$ cat src/rtl/hazard_scheduler.sv
// Pipeline hazard scheduler: stage enables/flushes, memory-wait and halt sequencing, stall counter.
// Define HAZARD_FWD_EN when forwarding exists, so that only load-use dependencies stall.
module hazard_scheduler (
    input  logic       i_clk,
    input  logic       i_rst,
    input  logic       i_ihit,
    input  logic       i_dhit,
    input  logic       i_mem_dreq,
    input  logic       i_mem_datomic,
    input  logic       i_mem_halt,
    input  logic [4:0] i_id_rsel1,
    input  logic [4:0] i_id_rsel2,
    input  logic [4:0] i_ex_wsel,
    input  logic       i_ex_RegWrite,
    input  logic       i_ex_MemRead,
    input  logic [4:0] i_mem_wsel,
    input  logic       i_mem_RegWrite,
    input  logic       i_ex_pc_mux,
    output logic       o_pc_en,
    output logic       o_ifid_en,
    output logic       o_idex_en,
    output logic       o_exmem_en,
    output logic       o_memwb_en,
    output logic       o_ifid_flush,
    output logic       o_idex_flush,
    output logic       o_halt_out,
    output logic [15:0] o_stall_cnt
);

    typedef enum logic [1:0] {ST_RUN, ST_MEMWAIT, ST_ATOMIC, ST_HALTED} state_t;

    state_t      r_state;
    state_t      w_next;
    logic        r_halt;
    logic [15:0] r_stall_cnt;
    logic        w_raw;
    logic        w_ex_match;
    logic        w_adv;

    // Register $0 is hardwired to zero, so a write to it never creates a dependency.
    assign w_ex_match = (i_ex_wsel != 5'd0) &&
                        ((i_ex_wsel == i_id_rsel1) || (i_ex_wsel == i_id_rsel2));

`ifdef HAZARD_FWD_EN
    logic w_unused;
    assign w_unused = &{1'b0, i_mem_wsel, i_mem_RegWrite};
    assign w_raw    = i_ex_MemRead & i_ex_RegWrite & w_ex_match;
`else
    logic w_mem_match;
    logic w_unused;
    assign w_unused    = i_ex_MemRead;
    assign w_mem_match = (i_mem_wsel != 5'd0) &&
                         ((i_mem_wsel == i_id_rsel1) || (i_mem_wsel == i_id_rsel2));
    assign w_raw       = (i_ex_RegWrite & w_ex_match) | (i_mem_RegWrite & w_mem_match);
`endif

    always_comb begin
        w_next       = r_state;
        w_adv        = 1'b0;
        o_pc_en      = 1'b0;
        o_ifid_en    = 1'b0;
        o_idex_en    = 1'b0;
        o_exmem_en   = 1'b0;
        o_memwb_en   = 1'b0;
        o_ifid_flush = 1'b0;
        o_idex_flush = 1'b0;

        case (r_state)
            ST_RUN: begin
                if (i_mem_halt)                                 w_next = ST_HALTED;
                else if (i_mem_dreq && !i_dhit)                 w_next = ST_MEMWAIT;
                else if (i_mem_dreq && i_dhit && i_mem_datomic) w_next = ST_ATOMIC;
                else                                            w_adv  = 1'b1;
            end
            ST_MEMWAIT: begin
                if (i_dhit && i_mem_datomic) begin
                    w_next = ST_ATOMIC;
                end else if (i_dhit) begin
                    w_adv  = 1'b1;
                    w_next = ST_RUN;
                end
            end
            ST_ATOMIC: begin
                w_adv  = 1'b1;
                w_next = ST_RUN;
            end
            ST_HALTED: w_next = ST_HALTED;
            default:   w_next = ST_RUN;
        endcase

        // A taken branch squashes the wrong-path instructions, which also clears any RAW stall.
        if (w_adv) begin
            o_ifid_en  = 1'b1;
            o_idex_en  = 1'b1;
            o_exmem_en = 1'b1;
            o_memwb_en = 1'b1;
            if (i_ex_pc_mux) begin
                o_pc_en      = i_ihit;
                o_ifid_flush = 1'b1;
                o_idex_flush = 1'b1;
            end else if (w_raw) begin
                o_ifid_en    = 1'b0;
                o_idex_flush = 1'b1;
            end else if (!i_ihit) begin
                o_ifid_flush = 1'b1;
            end else begin
                o_pc_en = 1'b1;
            end
        end

        if (i_rst) begin
            o_pc_en      = 1'b0;
            o_ifid_en    = 1'b0;
            o_idex_en    = 1'b0;
            o_exmem_en   = 1'b0;
            o_memwb_en   = 1'b0;
            o_ifid_flush = 1'b0;
            o_idex_flush = 1'b0;
        end
    end

    always_ff @(posedge i_clk or posedge i_rst) begin
        if (i_rst) begin
            r_state     <= ST_RUN;
            r_halt      <= 1'b0;
            r_stall_cnt <= 16'd0;
        end else begin
            r_state <= w_next;
            r_halt  <= (w_next == ST_HALTED);
            if (!o_pc_en && (r_state != ST_HALTED) && (r_stall_cnt != 16'hFFFF))
                r_stall_cnt <= r_stall_cnt + 16'd1;
        end
    end

    assign o_halt_out  = r_halt;
    assign o_stall_cnt = r_stall_cnt;

endmodule

$ cat config.mk
export PLATFORM = sky130hd
export DESIGN_NAME = hazard_scheduler
export DESIGN_NICKNAME = d
export VERILOG_FILES = /design/src/rtl/hazard_scheduler.sv
export SDC_FILE = /design/constraint.sdc
export NUM_CORES = 1
export LEC_CHECK = 0
export CORE_ASPECT_RATIO = 0.6
export CORE_MARGIN = 1
export CORE_UTILIZATION = 42
export CTS_CLUSTER_SIZE = 14
export DETAILED_ROUTE_END_ITERATION = 8
export PLACE_DENSITY = 0.81
export SETUP_SLACK_MARGIN = 0.5
export SLEW_MARGIN = 5
export SYNTH_ARGS = -nofsm -noshare
export SYNTH_HDL_FRONTEND = slang
export SYNTH_SLANG_ARGS = --single-unit
$ cat constraint.sdc
create_clock -name i_clk -period 2.4 [get_ports i_clk]
set_input_delay 0.48 -clock i_clk [delete_from_list [all_inputs] [get_ports i_clk]]
set_output_delay 0.48 -clock i_clk [all_outputs]
set_load 0.02 [all_outputs]
# Word level (Yosys, flattened, before mapping)
# Cells that the tools add are included.
# totals
output_inout_bits	24
input_bits	31
reg_bits	19
# op_classes
bitwise_logic	3
reduce_logical	15
addsub	1
mux	32
eq_ne	10
# op_table
operator	n
1-bit 2-to-1 mux	25
5-bit == test	4
16-bit by 1-bit adder with 16-bit output (second input constant)	1
16-bit inequality test (second input constant)	1
2-bit 2-to-1 mux	5
5-bit nonzero test	2
1-bit logical AND	8
2-bit case mux with 4 select lines	1
2-bit == test (second input constant)	3
1-bit case mux with 3 select lines	1
1-bit bitwise AND	2
2-bit by 1-bit == test with 1-bit output (second input constant)	1
1-bit zero test	2
2-bit zero test	1
1-bit logical OR	2
2-bit inequality test (second input constant)	1
1-bit bitwise OR	1

# Longest topological paths before layout
# depth
word_depth	12
mapped_depth	9

# Worst setup path after synthesis
# OpenSTA, ideal clock, no wires.
# synth_timing
kind	input to output
from	in i_mem_wsel[1]
to	out o_ifid_flush
stages	5
arrival_time_ns	1.887
t_required_ns	1.920
path_buffers	0
slack_ns	0.033
cell_sequence	or4_1 > o21ai_1 > or2_2 > o32ai_2 > nor3_1
# synth_between
elab_chain_len	9
elab_cells_between_ends	11
# synth_lines
item	line	text
start, declared	16	input logic [4:0] i_mem_wsel,
5-bit == test	53	((i_mem_wsel == i_id_rsel1) || (i_mem_wsel == i_id_rsel2));
1-bit logical OR	53	
1-bit logical AND (*)	52	assign w_mem_match = (i_mem_wsel != 5'd0) &&
1-bit bitwise AND (*)	54	assign w_raw = (i_ex_RegWrite & w_ex_match) | (i_mem_RegWrite & w_mem_match);
1-bit bitwise OR (*)	54	
1-bit 2-to-1 mux (*)	101	end else if (w_raw) begin
1-bit 2-to-1 mux (*)	97	if (i_ex_pc_mux) begin
1-bit 2-to-1 mux (*)	92	if (w_adv) begin
1-bit 2-to-1 mux (*)	111	if (i_rst) begin
end, declared	24	output logic o_ifid_flush,
# Every way passes the cells marked *; elsewhere a longest branch is shown, timed or not.

# Worst setup path in the final report
# layout_timing
from	in i_ex_wsel[1]
to	reg r_stall_cnt[13] (netlist: o_stall_cnt[13])
# layout_between
elab_chain_len	12
elab_cells_between_ends	14
# layout_lines
item	line	text
start, declared	13	input logic [4:0] i_ex_wsel,
5-bit == test	42	((i_ex_wsel == i_id_rsel1) || (i_ex_wsel == i_id_rsel2));
1-bit logical OR	42	
1-bit logical AND (*)	41	assign w_ex_match = (i_ex_wsel != 5'd0) &&
1-bit bitwise AND (*)	54	
1-bit bitwise OR (*)	54	
1-bit 2-to-1 mux (*)	101	
1-bit 2-to-1 mux (*)	97	
1-bit 2-to-1 mux (*)	92	
1-bit 2-to-1 mux (*)	111	
1-bit zero test (*)	130	if (!o_pc_en && (r_state != ST_HALTED) && (r_stall_cnt != 16'hFFFF))
1-bit logical AND (*) (2 in a row)	130	
end signal, assigned	131	r_stall_cnt <= r_stall_cnt + 16'd1;
end, declared	35	logic [15:0] r_stall_cnt;
# Marked as above.
# A chain may end at the register's enable or synchronous reset.

==> reports/results.ini <==
[logic_synthesis]
syn_nets=170
synth_ff_type=dfrtp_1
ys_top_cells_by_area=dfrtp_1, xor2_1, nor2_1
yosys_warnings=0
synth.avg_cell_area_sq_um=9.19
ys_ff_latch=19
postSynthCellCount=138
synth_edf_count=0
yosys.area.top_type=dfrtp_1
yosysSeqAreaShare_pct=37.5
syn-cell-area_sq_um=1270
async_flop_share_pct=100
yosys.cell_types.count=32
synth_top_area_share_pct=37.5

[worst_setup_path]
critical_path_buf_inv_count=6
cp_slowest_stage_delay_ns=0.28
reg2reg_from=o_stall_cnt[0]$_DFFE_PP0P_
cp-end-kind=register
arrival_ns=2.74
crit_path_frequent_cell=buf_6
slowest_stage=o32ai_4
crit_chain=buf_2 -> buf_6 -> xor2_1 -> nor2_1 -> a22oi_2 -> o32ai_4 -> buf_6 -> buf_6 -> o21ai_4 -> buf_6 -> buf_12 -> nor4_4 -> xor2_1
r2r_cells=9
path_class=in2reg
required_ns=2.57
r2r_end=o_stall_cnt[13]$_DFFE_PP0P_
path_delay_family=buffers and inverters
crit_path_start_kind=input pin
cp_max_fo=7
r2r_slack_ns=-0.07

[floorplan]
dieHeight_um=44.6
ios=55
start_util_pct=44.2
die-area_sq_um=3250
rows=15
die_w_um=73.0
core_sq_um=2870

[global_route]
overflow=0
grt_max_degree=20
grt_usage_pct=39.2
antenna_found_initial=0
grt_pass1_vias=1576
grt_pass1_wl_um=8920

[detailed_routing]
ant_nets=0
dr_wl_met2_um=3480
dr.pass1.iters=5
top_layer=met4
met1_length_um=2790
wl_per_cell_um=28.1
dr.first_iter.drc_count=146
vias=1834
via_per_inst=6.48
met3WireLength_um=959
wl_um=7960
drc=0

[timing]
final.setup_skew_ns=0.00948
slew_viol_final=0
finalSetupViolations=15
hold_viol_final=0
fin_crit_ns=2.57
rsz0062_at_grt=true
period_share_pct=107
worst_slack_ns=-0.175
slew_headroom_pct=47.9
fmax_mhz=388
worstMarginPinSlew_ns=0.781

[placement]
io_buffers=53
hpwl_um=3210
place_congestion=0.963
dp_cells=247

[clock_tree]
cts.sinks=19
path_clk_slew_ns=0.08
tritoncts=yes
clock_latency_ns=0.27
numCtsBuffers=3
htree_levels=1
clockBufferDepth=2
cts_root_buffer=clkbuf_8

[power_and_ir_drop]
power_density_nw_per_um2=1000
peakVddDrop_v=0.000898
power.leakage_nw=1.25

[cells_and_area]
layout-area-overhead-vs-synth_pct=117
diodes=0
utilization_pct=95.7
final_layout_size_suffix_gt1_share_pct=55.6
design.final.nets=274
final-instance-count-excl-fill=283

[status]
status=complete, but fails checks
violations=negative setup slack

[hold_path]
hold_depth=1
min_path_type=reg2reg
min_to=o_stall_cnt[15]$_DFFE_PP0P_
hp-start=o_stall_cnt[15]$_DFFE_PP0P_

[run]
maxCapViolations=0

## layout by cell type (no fill, tap or decap), types with 2 or more instances in the layout
cell type	Yosys	routed
clkdlybuf4s50_1	0	20
nor3_2	4	4
clkdlybuf4s15_1	0	4
a21oi_4	0	2
buf_4	2	15
dfrtp_1	19	19
xnor2_1	4	2
nand2b_4	0	2
nor3_4	0	7
inv_1	8	6
nand4_1	2	2
a22oi_2	0	2
nor2_1	18	5
buf_8	0	2
nand3_1	5	4
clkbuf_8	0	3
xnor2_2	0	2
buf_2	0	10
buf_6	1	40
nor2_2	1	4
xor2_1	31	26
buf_12	0	3
dlymetal6s2s_1	0	2
dlygate4sd2_1	0	2
nand2_1	8	7
xor2_2	0	5
and3_1	2	2
or4_4	0	2
o21ai_4	1	4
nor2_4	0	10
## cell usage after synthesis, drive strengths merged, types with 2 or more instances
| master | instances |
|---|---|
| xor2 | 31 |
| buf | 3 |
| a22oi | 2 |
| or4 | 2 |
| o21ai | 6 |
| nor2 | 19 |
| nor3 | 11 |
| and3 | 2 |
| dfrtp | 19 |
| nand2b | 2 |
| nand3 | 5 |
| a21oi | 3 |
| nand2 | 8 |
| inv | 8 |
| xnor2 | 4 |
| nand4 | 2 |
## registers in the layout, summed over array words and instances, names as in the netlist
name	cells
o_stall_cnt	16
r_state	2
o_halt_out	1
## metrics by stage
| stage | cell area (sq um) | worst slack (ns) | setup TNS (ns) | power (mW) | hold slack, ns |
|---|---|---|---|---|---|
| 6_report | 2750 | -0.175 | -0.754 | 2.75 | 0.552 |
| 5_1_grt | 2750 | -0.332 | -3.28 | 2.81 | 0.572 |
| 4_1_cts | 2570 | -0.0237 | -0.0237 | 2.35 | 0.507 |
| 3_5_place_dp | 2030 | -0.751 | -10.87 | 1.50 | 0.499 |
| 3_3_place_gp | 2030 | -0.699 | -8.87 | 1.46 | 0.479 |
| 2_1_floorplan | 1340 | 0.281 | 0 | 1.06 | 0.431 |
## repair_timing
action | in CTS | in global routing
gates resized for setup | 189 | 42
setup buffers | 25 | 6
pin swaps | 30 | 28
cloned | 1 | 0
hold buffers | 0 | 0
endpoints found under the setup margin | 23 | 27
## layer usage
layer,up-vias,track usage [%]
met3,93,8.88
li1,661,-
met1,874,53.9
met4,0,9.02
met2,206,64.1
met5,-,0
## how the worst max path moves through the flow
stage | start | endpoint | slack (ns) | cells past startpoint
2_1_floorplan | i_mem_wsel[1] | o_ifid_flush | 0.28 | 5
3_3_place_gp | i_mem_wsel[1] | o_ifid_flush | -0.70 | 8
3_5_place_dp | i_mem_wsel[1] | o_ifid_flush | -0.75 | 7
4_1_cts | i_mem_wsel[1] | o_ifid_flush | -0.02 | 8
5_1_grt | i_id_rsel2[0] | o_stall_cnt[13]$_DFFE_PP0P_ | -0.33 | 12
6_report | i_ex_wsel[1] | o_stall_cnt[13]$_DFFE_PP0P_ | -0.17 | 13
## kinds of logic after synthesis
family                   share of synthesized area [%]
buffers and inverters                             4.44
multiplexers                                     0.888
adder cells (fa/ha/maj)                          0.986
flip-flops                                        37.5
XOR/XNOR                                          24.2
AO/OA/AOI/OAI                                     8.68
AND/OR/NAND/NOR                                   23.4
## area by class of cell
class                      instances  area [sq um]
multi-input combinational        108          1100
tap                               42          52.6
sequential                        19           475
clock buffer                       4          45.0
timing repair buffer             102          1040
fill                              63           124
inverter                           8          32.5
## power by group
| group | switching, mW | internal (mW) |
|---|---|---|
| clock network | 0.115 | 0.118 |
| registers | 0.159 | 0.420 |
| logic | 0.944 | 0.998 |
Power figures use the tool's default switching activity.
